`src/rtl/intra_arb_pkg.sv`:
```
// rtl/intra_arb_pkg.sv - shared constants, state encoding and beat-count helper for intra_tu_arb
package intra_arb_pkg;

  // TU command packing: {cuPredMode[1:0], isPcm, tuSizeLog2[2:0], yTb[3:0], xTb[3:0], mode[5:0]}
  localparam int CMD_W      = 20;
  localparam int CMD_SZ_LSB = 14;
  localparam int CMD_SZ_W   = 3;
  localparam int CNT_W      = 7;

  typedef enum logic [1:0] {
    IDLE  = 2'd0,
    ISSUE = 2'd1,
    DATA  = 2'd2
  } arb_state_e;

  // Only 4x4..32x32 are legal; anything else is handled as a single-beat 4x4
  function automatic logic tu_size_ok(input logic [CMD_SZ_W-1:0] sz);
    return (sz >= 3'd2) && (sz <= 3'd5);
  endfunction

  // Residual beats of 16 samples per TU: 1/4/16/64 for 4x4/8x8/16x16/32x32
  function automatic logic [CNT_W-1:0] tu_beats(input logic [CMD_SZ_W-1:0] sz);
    logic [CNT_W-1:0] n;
    case (sz)
      3'd3:    n = 7'd4;
      3'd4:    n = 7'd16;
      3'd5:    n = 7'd64;
      default: n = 7'd1;
    endcase
    return n;
  endfunction

endpackage

```
`src/rtl/intra_rr_arb.sv`:
```
// rtl/intra_rr_arb.sv - combinational 3-way round-robin picker (first request at or after the pointer)
module intra_rr_arb (
  input  logic [2:0] i_req,
  input  logic [1:0] i_ptr,
  output logic [2:0] o_gnt_oh,
  output logic [1:0] o_gnt_id,
  output logic       o_any
);

  logic [2:0] w_idx;
  logic       w_found;

  // Scan the three requesters starting at the pointer, wrapping past Cr back to Y
  always_comb begin
    o_gnt_oh = '0;
    o_gnt_id = '0;
    w_found  = 1'b0;
    w_idx    = '0;
    for (int i = 0; i < 3; i++) begin
      w_idx = {1'b0, i_ptr} + 3'(i);
      if (w_idx >= 3'd3) w_idx = w_idx - 3'd3;
      if (!w_found && i_req[w_idx[1:0]]) begin
        w_found             = 1'b1;
        o_gnt_oh[w_idx[1:0]] = 1'b1;
        o_gnt_id            = w_idx[1:0];
      end
    end
    o_any = |i_req;
  end

endmodule

```
`src/rtl/intra_tu_arb.sv`:
```
// rtl/intra_tu_arb.sv - round-robin TU scheduler for the shared intra datapath; INTRA_ARB_PERF_EN adds perf counters
module intra_tu_arb
  import intra_arb_pkg::*;
#(
  parameter int bitDepthY = 10,
  parameter int NREQ      = 3
) (
  input  logic                              clk,
  input  logic                              arst_n,
  input  logic [NREQ-1:0]                   req_val,
  output logic [NREQ-1:0]                   req_rdy,
  input  logic [NREQ*CMD_W-1:0]             req_cmd,
  input  logic [NREQ*(bitDepthY+1)*16-1:0]  req_resi,
  input  logic [NREQ-1:0]                   req_resi_val,
  output logic [NREQ-1:0]                   req_resi_rdy,
  output logic                              dp_cmd_val,
  input  logic                              dp_cmd_rdy,
  output logic [CMD_W-1:0]                  dp_cmd,
  output logic [(bitDepthY+1)*16-1:0]       dp_resi,
  output logic                              dp_resi_val,
  input  logic                              dp_resi_rdy,
  output logic [1:0]                        gnt_id,
  output logic                              busy,
  output logic                              tu_done,
`ifdef INTRA_ARB_PERF_EN
  output logic [31:0]                       perf_gnt_y,
  output logic [31:0]                       perf_gnt_cb,
  output logic [31:0]                       perf_gnt_cr,
  output logic [31:0]                       perf_stall,
`endif
  output logic                              err_tusize
);

  localparam int RESI_W = (bitDepthY + 1) * 16;

  arb_state_e       r_state;
  arb_state_e       w_state_nxt;
  logic [1:0]       r_ptr;
  logic [1:0]       r_gnt_id;
  logic [CMD_W-1:0] r_cmd;
  logic [CNT_W-1:0] r_cnt;
  logic             r_tu_done;
  logic             r_err;

  logic [CMD_W-1:0]  w_cmd  [NREQ];
  logic [RESI_W-1:0] w_resi [NREQ];
  logic [CMD_W-1:0]  w_sel_cmd;
  logic [2:0]        w_gnt_oh;
  logic [1:0]        w_pick_id;
  logic              w_any;
  logic              w_cmd_fire;
  logic              w_beat_fire;

  for (genvar g = 0; g < NREQ; g++) begin : g_unpack
    assign w_cmd[g]  = req_cmd[g*CMD_W +: CMD_W];
    assign w_resi[g] = req_resi[g*RESI_W +: RESI_W];
  end

  intra_rr_arb u_rr (
    .i_req    (req_val),
    .i_ptr    (r_ptr),
    .o_gnt_oh (w_gnt_oh),
    .o_gnt_id (w_pick_id),
    .o_any    (w_any)
  );

  // One-hot AND-OR select of the winning requester's command
  always_comb begin
    w_sel_cmd = '0;
    for (int i = 0; i < NREQ; i++) begin
      if (w_gnt_oh[i]) w_sel_cmd = w_sel_cmd | w_cmd[i];
    end
  end

  assign w_cmd_fire  = (r_state == ISSUE) && dp_cmd_rdy;
  assign w_beat_fire = (r_state == DATA) && dp_resi_val && dp_resi_rdy;

  // State register; async reset drops any TU in flight
  always_ff @(posedge clk or negedge arst_n) begin
    if (!arst_n) r_state <= IDLE;
    else         r_state <= w_state_nxt;
  end

  // Next state and handshake routing; everything idles at zero outside the owning state
  always_comb begin
    w_state_nxt  = r_state;
    req_rdy      = '0;
    req_resi_rdy = '0;
    dp_cmd_val   = 1'b0;
    dp_cmd       = '0;
    dp_resi      = '0;
    dp_resi_val  = 1'b0;
    case (r_state)
      IDLE: begin
        if (w_any) w_state_nxt = ISSUE;
      end
      ISSUE: begin
        dp_cmd_val = 1'b1;
        dp_cmd     = r_cmd;
        if (dp_cmd_rdy) begin
          req_rdy[r_gnt_id] = 1'b1;
          w_state_nxt       = DATA;
        end
      end
      DATA: begin
        dp_resi                = w_resi[r_gnt_id];
        dp_resi_val            = req_resi_val[r_gnt_id];
        req_resi_rdy[r_gnt_id] = dp_resi_rdy;
        if (dp_resi_val && dp_resi_rdy && (r_cnt == 7'd1)) w_state_nxt = IDLE;
      end
      default: w_state_nxt = IDLE;
    endcase
  end

  // Grant latch, beat counter, round-robin pointer, done pulse and sticky size error
  always_ff @(posedge clk or negedge arst_n) begin
    if (!arst_n) begin
      r_ptr     <= '0;
      r_gnt_id  <= '0;
      r_cmd     <= '0;
      r_cnt     <= '0;
      r_tu_done <= 1'b0;
      r_err     <= 1'b0;
    end else begin
      r_tu_done <= 1'b0;
      if ((r_state == IDLE) && w_any) begin
        r_gnt_id <= w_pick_id;
        r_cmd    <= w_sel_cmd;
        if (!tu_size_ok(w_sel_cmd[CMD_SZ_LSB +: CMD_SZ_W])) r_err <= 1'b1;
      end
      if (w_cmd_fire) begin
        r_cnt <= tu_beats(r_cmd[CMD_SZ_LSB +: CMD_SZ_W]);
        r_ptr <= (r_gnt_id == 2'd2) ? 2'd0 : r_gnt_id + 2'd1;
      end
      if (w_beat_fire) begin
        r_cnt <= r_cnt - 7'd1;
        if (r_cnt == 7'd1) r_tu_done <= 1'b1;
      end
    end
  end

  assign gnt_id     = r_gnt_id;
  assign busy       = (r_state != IDLE);
  assign tu_done    = r_tu_done;
  assign err_tusize = r_err;

`ifdef INTRA_ARB_PERF_EN
  // Grant counts per requester (counted at command accept) and datapath back-pressure cycles
  always_ff @(posedge clk or negedge arst_n) begin
    if (!arst_n) begin
      perf_gnt_y  <= '0;
      perf_gnt_cb <= '0;
      perf_gnt_cr <= '0;
      perf_stall  <= '0;
    end else begin
      if (w_cmd_fire && (r_gnt_id == 2'd0)) perf_gnt_y  <= perf_gnt_y + 32'd1;
      if (w_cmd_fire && (r_gnt_id == 2'd1)) perf_gnt_cb <= perf_gnt_cb + 32'd1;
      if (w_cmd_fire && (r_gnt_id == 2'd2)) perf_gnt_cr <= perf_gnt_cr + 32'd1;
      if ((r_state == DATA) && dp_resi_val && !dp_resi_rdy) perf_stall <= perf_stall + 32'd1;
    end
  end
`endif

endmodule

```
`config.mk`:
```
export PLATFORM = sky130hd
export DESIGN_NAME = intra_tu_arb
export DESIGN_NICKNAME = d
export VERILOG_FILES = /design/src/rtl/intra_arb_pkg.sv /design/src/rtl/intra_rr_arb.sv /design/src/rtl/intra_tu_arb.sv
export SDC_FILE = /design/constraint.sdc
export NUM_CORES = 1
export LEC_CHECK = 0
export CAP_MARGIN = 25
export CORE_AREA = 2 2 312 314
export DETAILED_ROUTE_END_ITERATION = 10
export DIE_AREA = 0 0 314 316
export GPL_ROUTABILITY_DRIVEN = 1
export PLACE_DENSITY = 0.32
export SYNTH_ARGS = -nofsm -noshare
export SYNTH_HDL_FRONTEND = slang
export SYNTH_SLANG_ARGS = --single-unit
```
`constraint.sdc`:
```
create_clock -name clk -period 3.2 [get_ports clk]
set_clock_uncertainty 0.15 [all_clocks]
set_input_delay 0.48 -clock clk [delete_from_list [all_inputs] [get_ports clk]]
set_output_delay 0.48 -clock clk [all_outputs]
set_load 0.02 [all_outputs]
```
### After elaboration in Yosys (flattened, before gate mapping)

Index checks and enable logic that the tools add are counted.

* bits in registers: 35
* word-level logic and storage cells: 116

* order comparisons: 14
* add/subtract/negate cells: 7
* equality and inequality tests: 10
* reduce and logical (&&, ||, !) cells: 21
* bitwise gates (word level): 7
* muxes and demuxes: 50

Operator list (number)
* two-way mux 176 bit: 3
* binary-select mux 176 bit (select 2 bit): 1
* two-way mux 20 bit: 4
* bitwise OR 20 bit: 2
* one-hot mux 7 bit (3 select lines): 1
* two-way mux 2 bit: 10
* two-way mux 3 bit: 6
* two-way mux 1 bit: 14
* two-way mux 7 bit: 2
* logical AND 1 bit: 13
* less-than comparator 2 x 3 -> 1 bit (second input constant): 4
* >= comparator 3 x 2 -> 1 bit (second input constant): 3
* binary-select mux 1 bit (select 2 bit): 4
* demux 1 bit (select 2 bit): 4
* >= comparator 2 x 1 -> 1 bit (second input constant): 4
* equality test 7 x 1 -> 1 bit (second input constant): 1
* subtractor 7 x 1 -> 7 bit (second input constant): 1
* equality test 3 bit (second input constant): 2
* bitwise OR 3 bit: 2
* one-hot mux 2 bit (3 select lines): 1
* subtractor 2 bit (second input constant): 3
* equality test 2 bit (second input constant): 2
* != test 2 bit (second input constant): 2
* nonzero test 2 bit: 2
* other kinds (17): 18

### Logic depth before layout (Yosys ltp)

* depth in word-level cells: 20
* mapped depth: 10
* mapped depth without buffers: 8

### By module

From an unflattened synthesis, not the netlist that was laid out.

* cells, all modules: 1023
* area total of the unflattened synthesis: 6511.2 sq um

By module, submodules not included
* intra_tu_arb: area an instance 6238.5 sq um, cells each 984, times used 1
* intra_rr_arb: area an instance 272.8 sq um, cells each 39, times used 1

### Least setup slack after synthesis

OpenSTA, ideal clock, no wires.

* path kind: register to output
* start point: reg r_gnt_id[0] (netlist: gnt_id[0])
* end point: out dp_resi[169]
* cell stages (with the launch flop): 8
* setup slack: 0.688 ns
* data arrival time: 1.882 ns
* path buffers: 3
* data required time: 2.570 ns
* path through: dfrtp_1 > clkbuf_1 > buf_2 > clkbuf_1 > mux2i_1 > nor2_1 > a21oi_1 > nor2_1

* cells in the longest elaborated chain, start to end: 5

RTL lines
* start, declared: RTL line intra_tu_arb.sv:39 `logic [1:0] r_gnt_id;`
* start signal, assigned: RTL line intra_tu_arb.sv:127 `r_gnt_id <= w_pick_id;`
* inverter 2 -> 3 bit (not written as such): RTL line intra_tu_arb.sv:106 `dp_resi = w_resi[r_gnt_id];`
* binary-select mux 176 bit (select 2 bit): RTL line intra_tu_arb.sv:106
* two-way mux 176 bit (not written as such) (2 in series): RTL line intra_tu_arb.sv:106
* two-way mux 176 bit: RTL line intra_tu_arb.sv:93 `case (r_state)`
* end, declared: RTL line intra_tu_arb.sv:19 `output logic [(bitDepthY+1)*16-1:0] dp_resi,`

Every way passes these cells. The select of a mux whose other input is x is not followed.

### Final worst setup path

* start point: reg r_gnt_id[1] (netlist: gnt_id[1])
* end point: out dp_resi[91]

The elaborated chain is that of the path after synthesis.

==> qor.txt <==
Status - completed
Hold Startpoint - r_cmd[6]
Worst hold endpoint - r_cmd[6]
Setup crit start - gnt_id[1]
CTS Sinks - 35
Die ar. - 99200 um2
Synthesis-stage register bit count - 35
Pin count of the biggest net entering global routing - 66
Rows - 114
Post-synthesis sequential area ratio - 13.3%
Fin. max-slew vios - 0
Commonest cells post-synth - nor2_1 (372), a21oi_1 (188), mux2i_1 (178)
Vias in the first global route - 11100
Worst path required time - 2.57 ns
Share of layout cells above drive strength 1 - 5.06%
Die W - 314 um
1st-iter DRT viols - 614
Crit path DAT - 2.49 ns
DRC violations left - 0
First-pass GRT wire length - 85.2 mm
Leading area contributor after synthesis - mux2i_1
Slew @ Worst Pin - 0.589 ns
Most numerous cell in the Yosys netlist - nor2_1
Vias - 10800
Final setup vio count - 0
Hold Vio Cnt, Final - 0
Hold Path Class - reg -> reg
Layout Area Growth over Synthesis - 153%
Post-synth net total - 1648
Later-pin clock latency in the skew report - 0.28 ns
Placer Congestion - 0.916
Hold depth - 2
Crit path cell chain - buf_12 -> buf_4 -> nor2_1 -> a21oi_1 -> nor2_1 -> clkdlybuf4s50_1
Worst path most repeated cell - nor2_1
Unrepaired setup endpoints after global routing - false
DRT Pass-1 Iters - 7
Post-synthesis cell count - 1044
Slew headroom - 60.4%
CTS tree - yes
Lkg Pwr - 6.02 nW
WS Path Type - reg -> out
CTS Hold Bufs - 0
Routed len/inst - 20.7 um
Async SR Flop Fraction - 100%
Initial antenna violation count - 25
FF-to-FF End - err_tusize
Slowest CP cell - clkdlybuf4s50_1
Avg Cell Area, Syn - 6.31 um2
Global route total overflow - 0
Peak supply drop - 264 uV
I/O Buffers - 806
Post_cts resized - 0
Fillers - 10900
Post-place instance area - 16500 um2
Post-synth EDFFs - 0
DP HPWL - 55.1 mm
R2R depth - 8
Total Power Consumption - 0.00917 W
Setup crit end kind - output port
Die height - 316 um
Crit start category - flop
Max stage delay on crit path - 0.65 ns
Max clock buf depth - 2
Remaining antenna violation count after routing - 0
H-tree Lvls - 2
Setup_tns - 0 ns
Drt total wl - 64.1 mm
Period utilisation layout - 97.5%
Max Cap Viol - 0
Power per cell area - 551 nW/um2
Area occupied by multi-input gates - 5310 um2
Clock root buffer - clkbuf_16
IO Pins - 807
Final cell area excluding filler cells - 16700 um2
CTS Buf Count - 5
Reg area - 883 um2
Max FO, Critical Path - 65
Min Tclk post-route - 3.12 ns
Unique masters post-synth - 49
Nets - 2420
Top-area cell type share of the netlist area - 27.0%
Synth Cell Area - 6590 um2
Via density - 3.48
Predominant post-synthesis flop cell - dfrtp_1
Initial core utilization - 6.86%
Worst R2R Start - r_ptr[0]
FMAX - 321 MHz
Clk slew on worst S/H paths - 0.06 ns
Synth top area cells - mux2i_1 (27%), nor2_1 (21%), a21oi_1 (14%)
R2R Setup Slk - 0.34 ns
Setup Buffers After CTS - 0
Core area - 96000 um2
Warnings, synthesis - 0
Total global-route track usage - 12.0%
[flip-flops by register name, indices dropped and copies added, names as in the netlist]
name / count
gnt_id: 2
r_ptr: 2
r_cnt: 7
r_cmd: 20
err_tusize: 1
r_state: 2
tu_done: 1
[worst max path at each step]
stage,slack [ns],endpoint,cells past startpoint
6_report,0.08,dp_resi[91],6
5_1_grt,0.002,dp_resi[151],7
4_1_cts,0.04,dp_resi[27],7
3_5_place_dp,0.25,dp_resi[79],6
3_3_place_gp,0.22,dp_resi[79],6
2_1_floorplan,0.69,dp_resi[169],7
[cell type report]
cell class | instances | area share [%]
antenna | 5 | 0.0751
clock buffer | 7 | 0.856
multi-input combinational | 907 | 31.9
timing repair buffer | 859 | 52.1
inverter | 8 | 0.180
tap | 1276 | 9.58
clock inverter | 1 | 0.0300
sequential | 35 | 5.30
[critical path: cells and delay by family (launching register included)]
| family | cells | cell delay (ns) |
|---|---|---|
| AND/OR/NAND/NOR | 2 | 0.33 |
| flip-flops | 1 | 0.52 |
| buffers and inverters | 3 | 1.15 |
| AO/OA/AOI/OAI | 1 | 0.05 |
[layer usage]
layer  vias to the layer above  GRT usage (%)  routed length (um)
met5                         -              0                  56
met1                      5015           14.5               25800
met2                       565           21.4               31700
met4                        10           1.24                 638
li1                       5136              -                   -
met3                        49           3.59                5900
[cell families (layout without fill, tap and decap cells)]
logic type | Yosys count | in the layout | synth area share [%]
and+or+nand+nor | 460 | 460 | 28.4
AOI/OAI and AO/OA | 260 | 260 | 23.1
muxes | 181 | 181 | 27.6
buffers and inverters | 102 | 875 | 6.40
DFF | 35 | 35 | 13.3
adders and majority gates | 6 | 6 | 1.14
other | 0 | 5 | 0
[metrics by stage]
| step | hold slack (ns) | util [%] | cells | setup WS, ns |
|---|---|---|---|---|
| 6_report | 0.325 | 17.4 | 3098 | 0.0810 |
| 5_1_grt | 0.345 | 17.3 | 3095 | 0.00154 |
| 4_1_cts | 0.332 | 17.3 | 3093 | 0.0422 |
| 3_5_place_dp | 0.319 | 17.2 | 3085 | 0.247 |
| 3_3_place_gp | 0.315 | 17.2 | 3085 | 0.217 |
| 2_1_floorplan | 0.0344 | - | 1044 | 0.688 |
[placed cells by master (no fill, tap or decap), types with 10 or more instances in the layout]
cell,netlist,layout
and2_1,22,22
nor2_1,372,371
nand2_1,33,33
buf_4,0,46
mux2i_1,178,178
clkdlybuf4s50_1,0,793
buf_12,0,20
o21ai_0,10,10
dfrtp_1,35,33
a222oi_1,18,18
o21ai_1,19,19
a21oi_1,188,188
[report_power, final]
part	leakage, nW	switching (W)	internal [W]
sequential	0.437	0.000172	0.000635
combinational	5.50	0.00430	0.00356
clock	0.0739	0.000196	0.000309
total	6.02	0.00467	0.00451
Note: power is estimated with default switching activity, not from simulation.
